## config.mk

```make
export PLATFORM = sky130hd
export DESIGN_NAME = fifo_wr_arbiter_flat
export DESIGN_NICKNAME = d
export VERILOG_FILES = /design/src/rtl/fifo_wr_arbiter_pkg.sv /design/src/rtl/fifo_wr_arbiter_if.sv /design/src/rtl/fifo_wr_arbiter_rr.sv /design/src/rtl/fifo_wr_arbiter.sv /design/src/flat_wrapper.sv
export SDC_FILE = /design/constraint.sdc
export NUM_CORES = 1
export LEC_CHECK = 0
export CAP_MARGIN = 20
export CORE_ASPECT_RATIO = 1.75
export CORE_MARGIN = 2
export CORE_UTILIZATION = 33
export CTS_CLUSTER_DIAMETER = 30
export DETAILED_ROUTE_END_ITERATION = 16
export PLACE_DENSITY = 0.83
export SYNTH_ARGS = -nofsm -noshare
export SYNTH_HDL_FRONTEND = slang
export SYNTH_SLANG_ARGS = --single-unit
```

## constraint.sdc

```tcl
create_clock -name wr_clk -period 3.5 [get_ports wr_clk]
set_input_delay 1.05 -clock wr_clk [delete_from_list [all_inputs] [get_ports wr_clk]]
set_output_delay 1.05 -clock wr_clk [all_outputs]
set_load 0.03 [all_outputs]
```

## src/rtl/fifo_wr_arbiter_pkg.sv

```systemverilog
// Shared definitions for the FIFO write-port arbiter: sizing, FSM states and
// the Gray-to-binary helper also used by the read-side controller.
package fifo_wr_arbiter_pkg;

  localparam int NUM_REQ    = 4;
  localparam int DATA_WIDTH = 32;
  localparam int PTR_WIDTH  = 3;
  localparam int PKT_MAX    = 4;

  localparam int DEPTH = 2 ** PTR_WIDTH;
  localparam int SRC_W = $clog2(NUM_REQ);
  localparam int CNT_W = $clog2(PKT_MAX + 1);

  typedef enum logic {
    ST_IDLE  = 1'b0,
    ST_BURST = 1'b1
  } state_t;

  function automatic logic [PTR_WIDTH:0] gray2bin(input logic [PTR_WIDTH:0] g);
    logic [PTR_WIDTH:0] b;
    b[PTR_WIDTH] = g[PTR_WIDTH];
    for (int i = PTR_WIDTH - 1; i >= 0; i--) begin
      b[i] = b[i+1] ^ g[i];
    end
    return b;
  endfunction

endpackage

```

## src/rtl/fifo_wr_arbiter_if.sv

```systemverilog
// Bundle between the packet sources / FIFO pointer logic (master) and the
// write-port arbiter (slave).
interface fifo_wr_arbiter_if;
  import fifo_wr_arbiter_pkg::*;

  logic [NUM_REQ-1:0]            req_valid;
  logic [NUM_REQ*DATA_WIDTH-1:0] req_data;
  logic [NUM_REQ-1:0]            req_last;
  logic [NUM_REQ-1:0]            req_ready;
  logic                          full;
  logic [PTR_WIDTH:0]            b_wptr;
  logic [PTR_WIDTH:0]            g_rptr_sync;
  logic                          err_clr;
  logic                          wr_en;
  logic [DATA_WIDTH-1:0]         wr_data;
  logic [NUM_REQ-1:0]            grant;
  logic [SRC_W-1:0]              wr_src;
  logic                          busy;
  logic                          pkt_err;

  modport master (
    output req_valid, req_data, req_last, full, b_wptr, g_rptr_sync, err_clr,
    input  req_ready, wr_en, wr_data, grant, wr_src, busy, pkt_err
  );

  modport slave (
    input  req_valid, req_data, req_last, full, b_wptr, g_rptr_sync, err_clr,
    output req_ready, wr_en, wr_data, grant, wr_src, busy, pkt_err
  );

endinterface

```

## src/rtl/fifo_wr_arbiter_rr.sv

```systemverilog
// Combinational round-robin picker: first requester at or after the rr
// pointer, scanning cyclically.
module fifo_wr_arbiter_rr #(
  parameter  int NUM_REQ = 4,
  localparam int SRC_W   = $clog2(NUM_REQ)
) (
  input  logic [NUM_REQ-1:0] i_req,
  input  logic [SRC_W-1:0]   i_rr,
  output logic [NUM_REQ-1:0] o_grant,
  output logic [SRC_W-1:0]   o_idx,
  output logic               o_any
);

  localparam int SUM_W = SRC_W + 1;

  logic [SUM_W-1:0] w_sum;
  logic [SRC_W-1:0] w_k;
  logic             w_found;

  always_comb begin
    o_grant = '0;
    o_idx   = '0;
    w_found = 1'b0;
    w_sum   = '0;
    w_k     = '0;
    for (int i = 0; i < NUM_REQ; i++) begin
      w_sum = {1'b0, i_rr} + SUM_W'(i);
      if (w_sum >= SUM_W'(NUM_REQ)) begin
        w_sum = w_sum - SUM_W'(NUM_REQ);
      end
      w_k = w_sum[SRC_W-1:0];
      if (!w_found && i_req[w_k]) begin
        w_found    = 1'b1;
        o_grant[w_k] = 1'b1;
        o_idx      = w_k;
      end
    end
  end

  assign o_any = |i_req;

endmodule

```

## src/rtl/fifo_wr_arbiter.sv

```systemverilog
// Shares the async FIFO write port among packet sources; a grant is held for a
// whole packet and only issued when a worst-case packet fits.
//
// state    | meaning
// ST_IDLE  | no owner; arbitrate when any source is valid and PKT_MAX words fit
// ST_BURST | owner's words pass to the FIFO until last or PKT_MAX words
module fifo_wr_arbiter
  import fifo_wr_arbiter_pkg::*;
(
  input logic               wr_clk,
  input logic               wr_rst_n,
  fifo_wr_arbiter_if.slave  bus
);

  state_t               r_state;
  logic [NUM_REQ-1:0]   r_grant;
  logic [SRC_W-1:0]     r_wr_src;
  logic [SRC_W-1:0]     r_rr;
  logic [CNT_W-1:0]     r_cnt;
  logic                 r_busy;
  logic                 r_pkt_err;

  logic [PTR_WIDTH:0]   w_rptr_bin;
  logic [PTR_WIDTH:0]   w_used;
  logic                 w_fits;
  logic [NUM_REQ-1:0]   w_arb_grant;
  logic [SRC_W-1:0]     w_arb_idx;
  logic                 w_any;
  logic                 w_wr_en;
  logic                 w_last;
  logic [DATA_WIDTH-1:0] w_words [NUM_REQ];

  assign w_rptr_bin = gray2bin(bus.g_rptr_sync);
  assign w_used     = bus.b_wptr - w_rptr_bin;
  // free >= PKT_MAX, rearranged so the compare stays unsigned
  assign w_fits     = (w_used <= (PTR_WIDTH+1)'(DEPTH - PKT_MAX));

  fifo_wr_arbiter_rr #(.NUM_REQ(NUM_REQ)) u_rr (
    .i_req   (bus.req_valid),
    .i_rr    (r_rr),
    .o_grant (w_arb_grant),
    .o_idx   (w_arb_idx),
    .o_any   (w_any)
  );

  for (genvar k = 0; k < NUM_REQ; k++) begin : g_words
    assign w_words[k] = bus.req_data[k*DATA_WIDTH +: DATA_WIDTH];
  end

  assign w_wr_en = r_busy & ~bus.full & (|(bus.req_valid & r_grant));
  assign w_last  = |(bus.req_last & r_grant);

  assign bus.wr_en     = w_wr_en;
  assign bus.wr_data   = w_wr_en ? w_words[r_wr_src] : '0;
  assign bus.req_ready = (r_busy & ~bus.full) ? r_grant : '0;
  assign bus.grant     = r_grant;
  assign bus.wr_src    = r_wr_src;
  assign bus.busy      = r_busy;
  assign bus.pkt_err   = r_pkt_err;

  always_ff @(posedge wr_clk or negedge wr_rst_n) begin
    if (!wr_rst_n) begin
      r_state   <= ST_IDLE;
      r_grant   <= '0;
      r_wr_src  <= '0;
      r_rr      <= '0;
      r_cnt     <= '0;
      r_busy    <= 1'b0;
      r_pkt_err <= 1'b0;
    end else begin
      if (bus.err_clr) begin
        r_pkt_err <= 1'b0;
      end
      case (r_state)
        ST_IDLE: begin
          if (w_any && w_fits) begin
            r_grant  <= w_arb_grant;
            r_wr_src <= w_arb_idx;
            r_cnt    <= '0;
            r_busy   <= 1'b1;
            r_state  <= ST_BURST;
          end
        end
        ST_BURST: begin
          if (w_wr_en) begin
            if (w_last || r_cnt == CNT_W'(PKT_MAX - 1)) begin
              r_state  <= ST_IDLE;
              r_busy   <= 1'b0;
              r_grant  <= '0;
              r_wr_src <= '0;
              r_cnt    <= '0;
              r_rr     <= (r_wr_src == SRC_W'(NUM_REQ - 1)) ? '0 : r_wr_src + 1'b1;
              // an overlong packet is cut here; the error write wins over a clear
              if (!w_last) begin
                r_pkt_err <= 1'b1;
              end
            end else begin
              r_cnt <= r_cnt + 1'b1;
            end
          end
        end
      endcase
    end
  end

endmodule
```

## src/flat_wrapper.sv

```systemverilog
// flat-port wrapper written by rule: the top's interface ports become plain ports
module fifo_wr_arbiter_flat import fifo_wr_arbiter_pkg::*;
  (wr_clk, wr_rst_n, bus_req_valid, bus_req_data, bus_req_last, bus_full, bus_b_wptr, bus_g_rptr_sync, bus_err_clr, bus_req_ready, bus_wr_en, bus_wr_data, bus_grant, bus_wr_src, bus_busy, bus_pkt_err);
  fifo_wr_arbiter_if bus_i ();
  input logic wr_clk;
  input logic wr_rst_n;
  input wire logic [$bits(bus_i.req_valid)-1:0] bus_req_valid;
  input wire logic [$bits(bus_i.req_data)-1:0] bus_req_data;
  input wire logic [$bits(bus_i.req_last)-1:0] bus_req_last;
  input wire logic [$bits(bus_i.full)-1:0] bus_full;
  input wire logic [$bits(bus_i.b_wptr)-1:0] bus_b_wptr;
  input wire logic [$bits(bus_i.g_rptr_sync)-1:0] bus_g_rptr_sync;
  input wire logic [$bits(bus_i.err_clr)-1:0] bus_err_clr;
  output wire logic [$bits(bus_i.req_ready)-1:0] bus_req_ready;
  output wire logic [$bits(bus_i.wr_en)-1:0] bus_wr_en;
  output wire logic [$bits(bus_i.wr_data)-1:0] bus_wr_data;
  output wire logic [$bits(bus_i.grant)-1:0] bus_grant;
  output wire logic [$bits(bus_i.wr_src)-1:0] bus_wr_src;
  output wire logic [$bits(bus_i.busy)-1:0] bus_busy;
  output wire logic [$bits(bus_i.pkt_err)-1:0] bus_pkt_err;
  assign bus_i.req_valid = bus_req_valid;
  assign bus_i.req_data = bus_req_data;
  assign bus_i.req_last = bus_req_last;
  assign bus_i.full = bus_full;
  assign bus_i.b_wptr = bus_b_wptr;
  assign bus_i.g_rptr_sync = bus_g_rptr_sync;
  assign bus_i.err_clr = bus_err_clr;
  assign bus_req_ready = bus_i.req_ready;
  assign bus_wr_en = bus_i.wr_en;
  assign bus_wr_data = bus_i.wr_data;
  assign bus_grant = bus_i.grant;
  assign bus_wr_src = bus_i.wr_src;
  assign bus_busy = bus_i.busy;
  assign bus_pkt_err = bus_i.pkt_err;
  fifo_wr_arbiter u_core (.wr_clk(wr_clk), .wr_rst_n(wr_rst_n), .bus(bus_i));
endmodule
```

==> impl_metrics.tcl, run 1 <==
set metrics [dict create \
    via_count 2648 \
    setup_viol_count_final 0 \
    max_slew_margin_pct 59.2 \
    netlist_area_um2 2280 \
    placed_area_um2 4360 \
    gp_congestion 0.837 \
    wl_per_cell_um 20.2 \
    slowest_stage "clkdlybuf4s50_1" \
    power.density_nw_per_um2 560 \
    synthFlopType "dfrtp_1" \
    critPathMaxStageDelay_ns 0.44 \
    hold_class "flop to flop" \
    io_buffers 192 \
    syn-num-nets 373 \
    yosysTopAreaCellShare_pct 34.6 \
    hold_path_depth 2 \
    postCtsHoldBufs 0 \
    synthArstFlopShare_pct 100 \
    initial_core_util_pct 33.8 \
    grt_remaining_overflow 0 \
    crit_arrival_ns 2.37 \
    yosys.area.top_type "mux4_2" \
    crit_fanout 6 \
    finalSetupTns_ns 0 \
    core_area_um2 6760 \
    synth_warnings 0 \
    fillers 546 \
    grt_max_degree 26 \
    die_h_um 114 \
    min_from "u_core.bus.busy" \
    grt_pass1_vias 2760 \
    dp_hpwl_um 8210 \
    drc 0 \
    crit_path_end_kind "primary output" \
    crit_type "input port to primary output" \
    synth.ff_latch_count 14 \
    h-tree-depth 1 \
    crit_path_frequent_cell "buf_4" \
    path_clk_slew_ns 0.05 \
    cts_root_buf "clkbuf_16" \
    fp.dieW_um 66.8 \
    drive_gt1_share_pct 29.3 \
    fin_ws_ns 0.0809 \
    antenna_cells 0 \
    cts.sinks 14 \
    leakage_nw 1.96 \
    vdd_ir_drop_max_v 0.000478 \
    yosys.cell_types.count 43 \
    numCtsBuffers 3 \
    cts_tree "done" \
    ios 193 \
    maxCapViolations 0 \
    syn_inst 211 \
    finalHoldViolations 0 \
    rr_worst_depth 7 \
    cts_buffer_depth 2 \
    grt_pass1_wl_um 14100 \
    crit_path_start_kind "input port" \
    layout.nets 576 \
    skew_ns 0.00323 \
    grt_setup_unrepaired "no" \
    path_cells "clkdlybuf4s50_1 -> nor2b_4 -> o21ai_2 -> inv_2 -> buf_6 -> buf_4 -> and2_1 -> buf_4" \
    yosysSeqAreaShare_pct 15.4 \
    min_to "u_core.bus.busy" \
    timing.fmax_ghz 0.292 \
    worst_r2r_startpoint "u_core.r_rr[1]" \
    clock_latency_ns 0.24 \
    worstPathRequired_ns 2.45 \
    area_growth_pct 101 \
    synthTopCellsByArea "mux4_2, dfrtp_1, and2_1" \
    worst_pin_slew_ns 0.610 \
    place_ws_ns -0.0735 \
    status "complete, no violations" \
    synth-edff-count 0 \
    p_total_mw 2.57 \
    dieArea_um2 7620 \
    finalCriticalPeriod_ns 3.42 \
    reg2reg_slack_ns 1.13 \
    drv_slew 0 \
    rr_endpoint "u_core.bus.grant[2]" \
    rows 40 \
    ant_nets 0 \
    final_cell_area_um2 4590 \
    wirelength_um 10000 \
    fin_crit_sh_pct 97.7 \
    drt-vias-per-instance 5.33 \
    postSynthAreaPerCell_um2 10.8 \
    drt-pass1-iter-count 4 \
    antenna_found_initial 0 \
    drt_iter0_drc 75 \
    grt_use_total_pct 24.5 \
]
## state kept, by name (all words and copies together) (netlist names)
signal,flops
u_core.r_state,1
u_core.bus.busy,1
u_core.r_cnt,3
u_core.bus.pkt_err,1
u_core.bus.grant,4
u_core.r_rr,2
u_core.bus.wr_src,2
## metal layers
metal,up-vias,track usage (%),routed length (µm)
met4,0,9.52,363
met3,22,6.02,1070
li1,1211,-,-
met2,153,42.4,5040
met1,1262,28.5,3580
met5,-,0,0
## layout make-up
| cell class | count | area, µm² | share of cell area [%] |
|---|---|---|---|
| Inverter | 8 | 30.0 | 0.654 |
| Timing Repair Buffer | 216 | 2200 | 47.8 |
| Clock buffer | 4 | 88.8 | 1.93 |
| Tap cell | 84 | 105 | 2.29 |
| Sequential cell | 14 | 352 | 7.65 |
| Multi-Input combinational cell | 171 | 1820 | 39.7 |
## repair_timing
| item | CTS | global route |
|---|---|---|
| endpoints found under the setup margin | 31 | 32 |
| gates resized for setup | 5 | 21 |
| pin swaps | 0 | 3 |
| gates cloned | 0 | 2 |
| setup buffers | 0 | 5 |
## cells in the final DEF, fill, tap and decap left out, types with 6 or more instances in the layout
master	count
clkdlybuf4s50_1	151
buf_4	43
mux4_2	35
and2_1	28
ha_1	14
nand2_1	13
dfrtp_1	13
buf_12	11
and2_4	8
nor2_1	8
inv_1	7
mux2i_1	7
buf_6	6
## worst max-delay path, delay by kind of cell
family	cells	cell delay, ns
buffers and inverters	5	0.94
and+or+nand+nor	2	0.29
AOI/OAI and AO/OA	1	0.08
## report_power, final
group	total, mW	internal (mW)	switching, mW
logic	2.03	1.08	0.954
clock network	0.234	0.173	0.0610
registers	0.309	0.225	0.0841
## worst max path at each step
| stage | startpoint | endpoint | slack [ns] | depth (start not counted) |
|---|---|---|---|---|
| final | bus_full | bus_wr_data[11] | 0.08 | 8 |
| after CTS | bus_req_valid[0] | bus_wr_data[10] | 0.002 | 7 |
| after floorplan | bus_req_valid[2] | bus_wr_data[22] | 0.12 | 6 |
| after global routing | bus_full | bus_wr_data[11] | 0.01 | 8 |
| after global placement | bus_g_rptr_sync[3] | u_core.bus.wr_src[1] | -0.03 | 10 |
| after detailed placement | bus_g_rptr_sync[2] | u_core.bus.wr_src[1] | -0.07 | 10 |
## cell usage after synthesis (all sizes together) (2+ instances only)
| library cell | number |
|---|---|
| nor2 | 8 |
| o31ai | 3 |
| inv | 8 |
| nand3 | 4 |
| nor3 | 2 |
| nor2b | 5 |
| ha | 14 |
| or2b | 4 |
| a32o | 2 |
| a22oi | 4 |
| mux4 | 35 |
| and2 | 36 |
| dfrtp | 14 |
| xnor2 | 4 |
| clkbuf | 8 |
| buf | 10 |
| nand2 | 13 |
| o21ai | 5 |
| a221o | 4 |
| mux2i | 7 |
| a22o | 4 |
## stage by stage
step | hold slack (ns) | util (%) | std cells
2_1_floorplan | 0.493 | - | 211
3_3_place_gp | 0.495 | 64.5 | 486
3_5_place_dp | 0.500 | 64.5 | 486
4_1_cts | 0.515 | 66.1 | 490
5_1_grt | 0.560 | 68.0 | 497
6_report | 0.504 | 68.0 | 497
## cell families after synthesis
group | share of synthesized area, %
compound gates | 10.1
xor+xnor | 1.92
mux | 38.1
flops | 15.4
buf+inv | 6.14
simple gates | 20.7
fa+ha+maj | 7.68
Note: power is estimated with default switching activity, not from simulation.
==> inputs of run 2 (changes only) <==
Settings changed: CELL_PAD_IN_SITES_DETAIL_PLACEMENT set to 0, CELL_PAD_IN_SITES_GLOBAL_PLACEMENT set to 2, CORE_UTILIZATION 33 to 17, PLACE_DENSITY 0.83 to not set, PLACE_DENSITY_LB_ADDON set to 0.1.
==> run 2 against run 1 <==
Compared with the run above: register-to-register slack improved by 0.05 ns; design area is 3.5% higher; maximum frequency is 0.23% higher; via count fell by 2.1%; worst hold slack better by 0.014 ns; setup slack better by 0.0080 ns; combinational power increased by 2%; global-route usage down 9.5 points; critical path depth did not move; flip-flop and latch count is the same; sequential power about the same; power is 1.7% higher; highest routed layer unchanged.
==> impl_metrics.tcl, run 2 (synthesized netlist as in run 1, its figures left out) <==
set metrics [dict create \
    status "complete, no violations" \
    via_count 2592 \
    core_area_um2 13200 \
    worstPathRequired_ns 2.45 \
    finalCriticalPeriod_ns 3.41 \
    cts_buffer_depth 2 \
    layout.nets 577 \
    hold_class "flop to flop" \
    fin_ws_ns 0.0889 \
    path_cells "dlygate4sd2_1 -> a22o_1 -> o21ai_4 -> inv_4 -> buf_4 -> buf_12 -> and2_1 -> buf_6" \
    crit_path_end_kind "primary output" \
    io_buffers 192 \
    most-common-layout-cells "clkdlybuf4s50_1, mux4_2, and2_1" \
    power.density_nw_per_um2 550 \
    area_growth_pct 109 \
    fin_crit_sh_pct 97.5 \
    ant_nets 0 \
    path_clk_slew_ns 0.05 \
    grt_pass1_wl_um 16400 \
    timing.fmax_ghz 0.293 \
    finalHoldViolations 0 \
    worst_r2r_startpoint "u_core.r_rr[0]" \
    crit_arrival_ns 2.36 \
    drc 0 \
    rows 56 \
    die_h_um 157 \
    cts.sinks 14 \
    setup_viol_count_final 0 \
    cts_root_buf "clkbuf_16" \
    wl_per_cell_um 18.7 \
    drt-pass1-iter-count 4 \
    antenna_found_initial 1 \
    grt_pass1_vias 2741 \
    numCtsBuffers 3 \
    final_core_util_pct 35.9 \
    drt_iter0_drc 61 \
    critPathMaxStageDelay_ns 0.25 \
    fin_hold_ws_ns 0.518 \
    clock_latency_ns 0.24 \
    cts_tree "done" \
    final_common_cell "clkdlybuf4s50_1" \
    min_from "u_core.r_cnt[2]" \
    max_slew_margin_pct 58.6 \
    gp_congestion 0.730 \
    dp_hpwl_um 8730 \
    ios 193 \
    grt_use_total_pct 15.0 \
    wirelength_um 11000 \
    largest_register_ffs 4 \
    grt_max_degree 34 \
    grt_setup_unrepaired "no" \
    postCtsHoldBufs 0 \
    worst_pin_slew_ns 0.620 \
    slowest_stage "dlygate4sd2_1" \
    crit_path_start_kind "input port" \
    place_ws_ns -0.113 \
    vdd_ir_drop_max_v 0.000281 \
    crit_fanout 9 \
    crit_start "bus_req_valid[2]" \
    dieArea_um2 14400 \
    initial_core_util_pct 17.2 \
    maxCapViolations 0 \
    skew_ns 0.00453 \
    drt-vias-per-instance 4.40 \
    fp.dieW_um 91.6 \
    leakage_nw 1.95 \
    reg2reg_slack_ns 1.18 \
    drive_gt1_share_pct 28.0 \
    crit_type "input port to primary output" \
    drv_slew 0 \
    h-tree-depth 1 \
    grt_remaining_overflow 0 \
]
run 2: final timing paths:
check                                            end  depth (start not counted)
worst min register to register       u_core.r_cnt[2]                          1
worst max-delay path                 bus_wr_data[31]                          8
worst max register to register   u_core.bus.grant[1]                          6
min in group asynchronous         u_core.bus.pkt_err                          1
max in group asynchronous       u_core.bus.wr_src[0]                          1
worst min-delay path                 u_core.r_cnt[2]                          1
run 2: report_power, final:
part | switching, mW | internal [mW]
Clock | 0.0665 | 0.173
Combinational | 0.958 | 1.11
Sequential | 0.0827 | 0.225
run 2: metrics by stage:
| stage | cell area (µm²) | power [mW] | cells | setup TNS, ns |
|---|---|---|---|---|
| final | 4760 | 2.62 | 589 | 0 |
| after CTS | 4740 | 2.65 | 588 | 0 |
| after floorplan | 2280 | 1.51 | 211 | 0 |
| after global routing | 4760 | 2.79 | 589 | 0 |
| after global placement | 4390 | 2.21 | 575 | -3.52 |
| after detailed placement | 4390 | 2.20 | 575 | -3.16 |
run 2: repair_timing:
action                                  in CTS  in global routing
setup buffers                                7                  0
resized for setup                           44                  4
endpoints found under the setup margin      32                 32
endpoints found under the hold margin        0                  0
pin swaps                                    3                  1
cloned                                       2                  0
run 2: area by class of cell:
class | count | area (µm²)
Inverter | 8 | 32.5
Tap cell | 174 | 218
Antenna cell | 1 | 2.50
Clock buffer | 4 | 88.8
Sequential cell | 14 | 352
Fill cell | 1305 | 8490
Timing Repair Buffer | 217 | 2250
Multi-Input combinational cell | 171 | 1810
run 2: per-layer routing:
| metal | wire length [µm] | global-route usage (%) | share of wire [%] | up-vias |
|---|---|---|---|---|
| met5 | 0 | 0 | 0 | - |
| met4 | 103 | 2.53 | 0.94 | 0 |
| met2 | 6300 | 31.3 | 57 | 119 |
| met1 | 3870 | 15.1 | 35 | 1255 |
| li1 | - | - | - | 1212 |
| met3 | 723 | 2.68 | 6.6 | 6 |
run 2: critical path, delay by kind of cell:
| kind | cells | cell delay (ns) |
|---|---|---|
| buffers and inverters | 5 | 0.73 |
| AO/OA/AOI/OAI | 2 | 0.42 |
| AND/OR/NAND/NOR | 1 | 0.15 |
